$ cat src/rtl/rf_write_arbiter_if.sv
// ---------------------------------------------------------------------------
// rf_write_arbiter_if
//   Bundles the two requester handshakes and the register-file write port
//   owned by rf_write_arbiter.
//
//   Handshake: a requester raises reqN_valid with reqN_addr/reqN_data stable;
//   the write is accepted on the rising clk edge where reqN_valid && reqN_ready
//   are both high. Valid may be dropped before ready (nothing is written);
//   otherwise valid, addr and data must be held until ready.
//
//   master : requester side (drives valid/addr/data, observes ready and the
//            write port).
//   slave  : arbiter side (drives ready, rf_D/rf_DA/rf_RW, grant_id,
//            init_done).
// ---------------------------------------------------------------------------
interface rf_write_arbiter_if #(
   parameter int DW = 16,
   parameter int AW = 4
);
   logic          req0_valid;
   logic [AW-1:0] req0_addr;
   logic [DW-1:0] req0_data;
   logic          req0_ready;
   logic          req1_valid;
   logic [AW-1:0] req1_addr;
   logic [DW-1:0] req1_data;
   logic          req1_ready;
   logic [DW-1:0] rf_D;
   logic [AW-1:0] rf_DA;
   logic          rf_RW;
   logic          grant_id;
   logic          init_done;

   modport master (
      output req0_valid, req0_addr, req0_data,
      output req1_valid, req1_addr, req1_data,
      input  req0_ready, req1_ready,
      input  rf_D, rf_DA, rf_RW, grant_id, init_done
   );

   modport slave (
      input  req0_valid, req0_addr, req0_data,
      input  req1_valid, req1_addr, req1_data,
      output req0_ready, req1_ready,
      output rf_D, rf_DA, rf_RW, grant_id, init_done
   );
endinterface

$ cat src/rtl/rf_write_arbiter.sv
// ---------------------------------------------------------------------------
// rf_write_arbiter
//   Owns the single write port (D/DA/RW) of the register file. After reset a
//   hardware INIT sequence writes zero to all 2**AW registers, one per clock,
//   addresses ascending. Afterwards two requesters (req0 = ALU writeback,
//   req1 = load unit) share the port under round-robin arbitration.
//
//   Ports:
//     clk       rising-edge clock, shared with the register file
//     reset     asynchronous, active-low reset
//     bus       rf_write_arbiter_if.slave: requester handshakes + write port
//     state_dbg current FSM state (0 = INIT, 1 = RUN)
//
//   Write-port outputs are registered: a handshake on edge N makes rf_RW
//   visible after edge N; the register file stores it on edge N+1.
//
//   Optional build macro: RF_R0_HARDWIRE_EN
//     Register 0 is constant zero. Handshakes to address 0 are accepted as
//     usual (ready, grant_id, round-robin pointer all update) but rf_RW stays
//     low for that cycle. INIT still clears register 0.
// ---------------------------------------------------------------------------
module rf_write_arbiter #(
   parameter int DW = 16,
   parameter int AW = 4
) (
   input  logic              clk,
   input  logic              reset,
   rf_write_arbiter_if.slave bus,
   output logic [0:0]        state_dbg
);

   localparam logic [0:0]    ST_INIT  = 1'b0;
   localparam logic [0:0]    ST_RUN   = 1'b1;
   localparam logic [AW-1:0] CNT_LAST = {AW{1'b1}};
   localparam logic [AW-1:0] CNT_ONE  = AW'(1);

   logic [0:0]    state;
   logic [AW-1:0] cnt;
   logic          lp;        // requester granted last; the other wins a tie
   logic          run;
   logic          gnt0;
   logic          gnt1;
   logic          hs_id;
   logic [AW-1:0] hs_addr;
   logic [DW-1:0] hs_data;
   logic          hs_write;

   // Readiness depends on reset directly so both readies drop the instant
   // reset is asserted, not on the next edge.
   always_comb begin
      run  = reset && (state == ST_RUN);
      gnt0 = run && bus.req0_valid && (!bus.req1_valid || lp);
      gnt1 = run && bus.req1_valid && (!bus.req0_valid || !lp);
   end

   assign bus.req0_ready = gnt0;
   assign bus.req1_ready = gnt1;
   assign state_dbg      = state;

   // Winner's payload; only meaningful when gnt0 || gnt1.
   always_comb begin
      hs_id   = gnt1;
      hs_addr = gnt1 ? bus.req1_addr : bus.req0_addr;
      hs_data = gnt1 ? bus.req1_data : bus.req0_data;
`ifdef RF_R0_HARDWIRE_EN
      hs_write = (hs_addr != '0);
`else
      hs_write = 1'b1;
`endif
   end

   always_ff @(posedge clk or negedge reset) begin
      if (!reset) begin
         state         <= ST_INIT;
         cnt           <= '0;
         lp            <= 1'b1;
         bus.rf_RW     <= 1'b0;
         bus.rf_DA     <= '0;
         bus.rf_D      <= '0;
         bus.grant_id  <= 1'b0;
         bus.init_done <= 1'b0;
      end else begin
         case (state)
            ST_INIT: begin
               // Clear one register per clock; the last clear and
               // init_done become visible together.
               bus.rf_RW <= 1'b1;
               bus.rf_DA <= cnt;
               bus.rf_D  <= '0;
               cnt       <= cnt + CNT_ONE;
               if (cnt == CNT_LAST) begin
                  state         <= ST_RUN;
                  bus.init_done <= 1'b1;
               end
            end
            default: begin
               if (gnt0 || gnt1) begin
                  bus.rf_RW    <= hs_write;
                  bus.rf_DA    <= hs_addr;
                  bus.rf_D     <= hs_data;
                  bus.grant_id <= hs_id;
                  lp           <= hs_id;
               end else begin
                  bus.rf_RW <= 1'b0;
               end
            end
         endcase
      end
   end

endmodule

$ cat src/flat_wrapper.sv
// flat-port wrapper written by rule: the top's interface ports become plain ports
module rf_write_arbiter_flat 
#(
   parameter int DW = 16,
   parameter int AW = 4
)
  (clk, reset, state_dbg, bus_req0_valid, bus_req0_addr, bus_req0_data, bus_req1_valid, bus_req1_addr, bus_req1_data, bus_req0_ready, bus_req1_ready, bus_rf_D, bus_rf_DA, bus_rf_RW, bus_grant_id, bus_init_done);
  rf_write_arbiter_if #(.DW(DW), .AW(AW)) bus_i ();
  input  logic clk;
  input  logic reset;
  output logic [0:0] state_dbg;
  input wire logic [$bits(bus_i.req0_valid)-1:0] bus_req0_valid;
  input wire logic [$bits(bus_i.req0_addr)-1:0] bus_req0_addr;
  input wire logic [$bits(bus_i.req0_data)-1:0] bus_req0_data;
  input wire logic [$bits(bus_i.req1_valid)-1:0] bus_req1_valid;
  input wire logic [$bits(bus_i.req1_addr)-1:0] bus_req1_addr;
  input wire logic [$bits(bus_i.req1_data)-1:0] bus_req1_data;
  output wire logic [$bits(bus_i.req0_ready)-1:0] bus_req0_ready;
  output wire logic [$bits(bus_i.req1_ready)-1:0] bus_req1_ready;
  output wire logic [$bits(bus_i.rf_D)-1:0] bus_rf_D;
  output wire logic [$bits(bus_i.rf_DA)-1:0] bus_rf_DA;
  output wire logic [$bits(bus_i.rf_RW)-1:0] bus_rf_RW;
  output wire logic [$bits(bus_i.grant_id)-1:0] bus_grant_id;
  output wire logic [$bits(bus_i.init_done)-1:0] bus_init_done;
  assign bus_i.req0_valid = bus_req0_valid;
  assign bus_i.req0_addr = bus_req0_addr;
  assign bus_i.req0_data = bus_req0_data;
  assign bus_i.req1_valid = bus_req1_valid;
  assign bus_i.req1_addr = bus_req1_addr;
  assign bus_i.req1_data = bus_req1_data;
  assign bus_req0_ready = bus_i.req0_ready;
  assign bus_req1_ready = bus_i.req1_ready;
  assign bus_rf_D = bus_i.rf_D;
  assign bus_rf_DA = bus_i.rf_DA;
  assign bus_rf_RW = bus_i.rf_RW;
  assign bus_grant_id = bus_i.grant_id;
  assign bus_init_done = bus_i.init_done;
  rf_write_arbiter #(.DW(DW), .AW(AW)) u_core (.clk(clk), .reset(reset), .bus(bus_i), .state_dbg(state_dbg));
endmodule
$ cat config.mk
export PLATFORM = sky130hd
export DESIGN_NAME = rf_write_arbiter_flat
export DESIGN_NICKNAME = d
export VERILOG_FILES = /design/src/rtl/rf_write_arbiter_if.sv /design/src/rtl/rf_write_arbiter.sv /design/src/flat_wrapper.sv
export SDC_FILE = /design/constraint.sdc
export NUM_CORES = 1
export LEC_CHECK = 0
export CORE_ASPECT_RATIO = 0.9
export CORE_MARGIN = 4
export CORE_UTILIZATION = 28
export CTS_CLUSTER_DIAMETER = 120
export DETAILED_ROUTE_END_ITERATION = 16
export PLACE_DENSITY_LB_ADDON = 0.2
export SYNTH_ARGS = -nofsm -noshare
export SYNTH_HDL_FRONTEND = slang
export SYNTH_SLANG_ARGS = --single-unit
$ cat constraint.sdc
create_clock -name clk -period 3.8 [get_ports clk]
set_clock_uncertainty 0.15 [all_clocks]
set_input_delay 0.57 -clock clk [delete_from_list [all_inputs] [get_ports clk]]
set_output_delay 0.57 -clock clk [all_outputs]
set_load 0.1 [all_outputs]
==> results of run 1 <==
[flip-flops by register name, summed over array words and instances (netlist names)]
register              count
u_core.bus.grant_id       1
u_core.lp                 1
u_core.bus.rf_DA          4
u_core.bus.rf_D          16
u_core.bus.rf_RW          1
u_core.cnt                4
u_core.bus.init_done      1
u_core.state_dbg          1
[report_power, final]
group / switching (mW) / internal [mW] / leakage [nW]
combinational: 0.373 / 0.149 / 0.610
clock: 0.110 / 0.130 / 0.0395
sequential: 0.0220 / 0.348 / 0.346
[per-layer routing]
| metal | global-route usage (%) | vias up |
|---|---|---|
| met2 | 22.3 | 37 |
| met4 | 3.32 | 0 |
| met5 | 0 | - |
| li1 | - | 681 |
| met3 | 3.88 | 2 |
| met1 | 18.0 | 687 |
[cells in the mapped netlist (all sizes together)]
| cell type | instances | area share [%] |
|---|---|---|
| clkbuf | 2 | 0.49 |
| a31oi | 4 | 1.6 |
| and2 | 1 | 0.57 |
| a31o | 2 | 1.1 |
| nor2b | 4 | 1.6 |
| o31a | 1 | 0.57 |
| dfstp | 1 | 1.7 |
| inv | 3 | 0.73 |
| xnor2 | 3 | 1.7 |
| ha | 1 | 0.81 |
| and3 | 1 | 0.41 |
| nor2 | 3 | 0.73 |
| o211ai | 20 | 16 |
| nor3 | 1 | 0.65 |
| dfrtp | 28 | 46 |
| buf | 11 | 4.6 |
| o211a | 1 | 0.65 |
| nand2b | 1 | 0.41 |
| nand2 | 22 | 5.4 |
| o21ai | 1 | 0.33 |
| nand3 | 36 | 12 |
| a21boi | 1 | 0.49 |
| mux2 | 1 | 0.73 |
| o22a | 1 | 0.57 |
| a2bb2oi | 1 | 0.57 |
[final cells by class]
| cell class | count | area, sq um |
|---|---|---|
| Multi-Input combinational cell | 106 | 722 |
| Inverter | 3 | 11.3 |
| Tap cell | 67 | 83.8 |
| Clock buffer | 8 | 80.1 |
| Timing Repair Buffer | 74 | 746 |
| Sequential cell | 29 | 727 |
| Fill cell | 518 | 2920 |
[cell families after synthesis]
group,Yosys count,synth area share [%]
DFF,29,47.3
muxes,1,0.732
buffers and inverters,16,5.78
xor gates and xnor gates,3,1.71
AOI/OAI and AO/OA,32,22.2
and+or+nand+nor,69,21.5
adders and majority gates,1,0.814
[worst max-delay path, delay by kind of cell]
family	cells	cell delay, ps
AND/OR/NAND/NOR	2	570
buffers and inverters	3	850
[per-stage QoR]
stage | instances | cell area (sq um) | hold WS, ps
after floorplan | 151 | 1540 | 124
after global placement | 279 | 2290 | 336
after detailed placement | 279 | 2290 | 337
after CTS | 287 | 2370 | 351
after global routing | 287 | 2370 | 363
final | 287 | 2370 | 345
[final timing paths]
| kind | from | to | slack [ps] | cells past startpoint |
|---|---|---|---|---|
| hold reg to reg | u_core.bus.init_done | u_core.bus.init_done | 340 | 1 |
| min in group asynchronous | reset | u_core.bus.rf_RW | 440 | 2 |
| hold / removal | u_core.bus.init_done | u_core.bus.init_done | 340 | 1 |
| max in group asynchronous | reset | u_core.cnt[2] | 2530 | 3 |
| setup reg to reg | u_core.state_dbg | u_core.bus.rf_D[14] | 1660 | 4 |
| setup / recovery | reset | bus_req1_ready | 1070 | 5 |
==> impl_results.md, run 1 <==
* Status: finished clean
* Routability cong. at 0.718
* Syn nets at 196
* Register area share after synthesis at 47.3%
* Crit-path cells: clkdlybuf4s50_1, buf_4, and3_1, and2_4, buf_12
* Ant diodes at 0
* Final TNS setup at 0 ps
* # port buffers at 69
* Setup bufs post-CTS at 0
* Post-Syn Instances at 151
* CP max FO at 20
* Clock insertion delay at the later pin of the skew report at 270 ps
* Worst hold path type: reg -> reg
* Clock Sinks at 29
* Max VDD drop at 0.280 mV
* Via count at 1407
* Root Driver: clkbuf_8
* Setup ws final at 1070 ps
* Crit Path Category: in -> out
* Hold_buf cts at 0
* Slew margin rel. at 34.0%
* Design Power at 1.13 mW
* Clock Pin Slew Worst Setup and Hold Paths at 60 ps
* First-pass GRT wire length at 7.32 mm
* Total length of routed wires at 4.54 mm
* Post-Route M1 WL at 2.17 mm
* Fin crit period at 2730 ps
* Drt via density at 4.90
* Met3 WL at 273 um
* YS warnings at 0
* Met2 wire len at 2.08 mm
* DP Worst Slack at 1050 ps
* Remaining Overflow, GRT at 0
* Pleak at 0.995 nW
* Clock Path Buffers at 2
* FF+latch count, synth at 29
* Final hold violations at 0
* H-tree depth at 2
* Die span in x at 86.1 um
* IO Pins at 70
* Pins Over Slew Limit at 0
* Die Span Y at 78.3 um
* HPWL Detailed at 3.13 mm
* Gr usage total at 13.8%
* Initial Utilization at 29.1%
* Initial antenna violation count at 0
* CTS buffer count at 5
* CP Capture Type: output port
* RSZ-0062 raised after global routing: false
* Critical path's largest stage delay at 460 ps
* Share of layout cells above drive strength 1 at 17.7%
* Post-cts resize count at 0
* Final Cycle Share at 71.9%
* Power Dens Cells at 478 mW/mm^2
* Detailed Route Iter0 Violations at 102
* Highest metal used: met4
* Nets at 264
* Post-route ant nets at 0
* Unique cell type count in the Yosys netlist at 27
* Avg Synthesized Cell Area at 10.2 sq um
* Drt first pass iters at 4
* Vias in the first global route at 1437
* Row count at 25
* DRC at 0
* CTS tree: yes
* Util after Layout at 44.8%
* Startpoint Class: input port
* Die area at 0.00674 sq mm
* Worst Tran Pin Value at 987 ps
* Fmax at 366 MHz
* Most frequent cells in the layout: clkdlybuf4s50_1, nand3_1, dfrtp_1
* Data required, critical path at 3080 ps
* CORE AREA at 0.00529 sq mm
* Layout area overhead at 54.1%
* Arrival time worst endpoint at 2010 ps
* Slowest cell on the critical path: clkdlybuf4s50_1
* Largest net degree at the start of global routing at 27
* Setup Viol. Count Final at 0
* Mapped Area at 0.00154 sq mm
* Commonest non-fill, non-tap cell in the layout: clkdlybuf4s50_1
* Routed WL per cell at 15.8 um
* Max-cap violations at 0
Power figures use the tool's default switching activity.
==> run 2: changes to the inputs <==
clock period = 2.3 ns   (was 3.8 ns; I/O delays follow)
==> run 2 against run 1 <==
Utilization increased by 0.83 points. Routed wire length increased by 2.1%. Count of clock-buffer cells in the layout decreased by 1. Flip-flop and latch count unchanged. Combinational power increased by 64%. Die area unchanged. Setup slack got worse by 840 ps. Clock power increased by 92%. Sequential power increased by 65%. Register-to-register slack got worse by 920 ps. Critical endpoint is now bus_req0_ready. Largest power group unchanged.
==> impl_results.md, run 2 (same netlist as run 1, synthesis figures left out) <==
* End of the worst hold path: u_core.bus.init_done
* Clock Path Buffers at 2 (unchanged)
* Hold_buf cts at 0 (unchanged)
* Pleak at 1.07 nW (+8.0%)
* Fin crit period at 2080 ps
* Largest Register: u_core.bus.rf_D
* Via count at 1447 (+2.8%)
* First-pass GRT wire length at 7.38 mm (+0.86%)
* Clock Sinks at 29 (unchanged)
* Setup bufs post-CTS at 0 (unchanged)
* Root Driver: clkbuf_8
* Layout area overhead at 57.0%
* Nets at 270 (+2.3%)
* Startpoint Class: input port
* Setup ws final at 224 ps (-842 ps)
* HPWL Detailed at 3.36 mm (+7.3%)
* Hold Crit Depth at 1 (unchanged)
* Arrival time worst endpoint at 1580 ps (-430 ps)
* CTS buffer count at 5 (unchanged)
* Total length of routed wires at 4.64 mm (+2.1%)
* CP max FO at 5 (-75%)
* Die area at 0.00674 sq mm (unchanged)
* Final Cycle Share at 90.2%
* Slew margin rel. at 49.5% (+16 points)
* Gr usage total at 13.8% (+0.028 points)
* Detailed Route Iter0 Violations at 61 (-40%)
* Final hold violations at 0 (unchanged)
* Initial Utilization at 29.1% (unchanged)
* Drt first pass iters at 4 (unchanged)
* Vias in the first global route at 1491 (+3.8%)
* Largest register FFs at 16 (unchanged)
* Max VDD drop at 0.361 mV (+29%)
* # port buffers at 69 (unchanged)
* CORE AREA at 0.00529 sq mm (unchanged)
* Worst hold path type: reg -> reg
* R2R cell count at 4 (unchanged)
* Power Dens Cells at 800 mW/mm^2 (+67%)
* Drt via density at 4.94 (+0.74%)
* H-tree depth at 2 (unchanged)
* Remaining Overflow, GRT at 0 (unchanged)
* Share of layout cells above drive strength 1 at 31.9% (+14 points)
* Commonest non-fill, non-tap cell in the layout: clkdlybuf4s50_1
* Setup Viol. Count Final at 0 (unchanged)
* Initial antenna violation count at 0 (unchanged)
* Largest net degree at the start of global routing at 29 (+7.4%)
* Final TNS setup at 0 ps (unchanged)
* Reg-to-Reg Start: u_core.state_dbg
* RSZ-0062 raised after global routing: false
* Max-cap violations at 0 (unchanged)
* Clock insertion delay at the later pin of the skew report at 280 ps (about the same)
* Worst Tran Pin Value at 755 ps (-233 ps)
* Crit Path Category: in -> out
* Die Span Y at 78.3 um (unchanged)
* Multi-input logic area at 728 sq um (+0.87%)
* IO Pins at 70 (unchanged)
* Pins Over Slew Limit at 0 (unchanged)
* Clock Pin Slew Worst Setup and Hold Paths at 70 ps (about the same)
* Fmax at 482 MHz
* Ant diodes at 0 (unchanged)
* Reg2Reg Setup Slack at 740 ps (-920 ps)
* Row count at 25 (unchanged)
* FF+latch area at 731 sq um (+0.52%)
* Post-route ant nets at 0 (unchanged)
* CTS tree: yes
* Routability cong. at 0.762 (+6.1%)
* DRC at 0 (unchanged)
* Biggest regs: u_core.bus.rf_D x16, u_core.bus.rf_DA x4, u_core.cnt x4
* Status: finished clean
* Worst hold start: u_core.bus.init_done
* Most frequent cells in the layout: clkdlybuf4s50_1, nand3_1, buf_4
* Routed WL per cell at 15.8 um (about the same)
* CP Capture Type: output port
* Data required, critical path at 1800 ps (-1280 ps)
* Post-cts resize count at 0 (unchanged)
* R2R Path End: u_core.cnt[3]
* DP Worst Slack at 142 ps (-905 ps)
* Layout fillers at 520 (+0.39%)
* Die span in x at 86.1 um (unchanged)
* Hold Slack at 336 ps (-8.54 ps)
## run 2: cell count changes in the layout (fill, tap and decap cells not counted), sizes merged
cell,change
buf,+29
clkdlybuf4s50,-23
clkbuf,-1
clkinv,+1
## run 2: worst max-delay path, stage by stage
cell,delay [ps]
clkdlybuf4s50_1,580
nand2_1,170
nor3_4,280
buf_12,210
## run 2: worst max path at each step
stage	start	to	slack [ps]	cells after the start
finish	reset	bus_req0_ready	220	4
global route	reset	bus_req0_ready	170	4
CTS	reset	bus_req0_ready	210	4
detailed placement	reset	u_core.bus.rf_DA[1]	140	6
global placement	reset	u_core.bus.rf_DA[3]	180	6
floorplan	u_core.state_dbg	bus_req0_ready	20	3
## run 2: cell type report
cell class	instances	share of cell area (%)
repair buffers	80	31.4
flip-flops and latches	29	30.3
multi-input cells	106	30.2
clock buffers	7	3.99
well taps	67	3.47
inverters	3	0.467
clock inverters	1	0.207
## run 2: metal layers
layer  GRT usage, %  share of wire (%)
met4           2.85               0.32
met1           19.0                 47
met5              0                  0
met3           3.88                7.0
met2           21.5                 46
## run 2: report_power, final
group / switching, mW / total [mW] / internal, mW
clock: 0.190 / 0.460 / 0.270
combinational: 0.622 / 0.858 / 0.236
sequential: 0.0370 / 0.612 / 0.575
total: 0.850 / 1.93 / 1.08
## run 2: per-stage QoR
step	instances	util, %	total power, mW	cell area [sq um]
floorplan	151	-	1.23	1550
global placement	285	43.7	1.48	2310
detailed placement	285	43.7	1.49	2310
CTS	293	45.7	1.95	2410
global route	293	45.7	2.00	2410
finish	293	45.7	1.93	2410
==> run 3: changes to the inputs <==
SLEW_MARGIN = 30   (was not set)
==> results of run 3 <==
Final layout, timing and power as in run 2 (identical DEF).
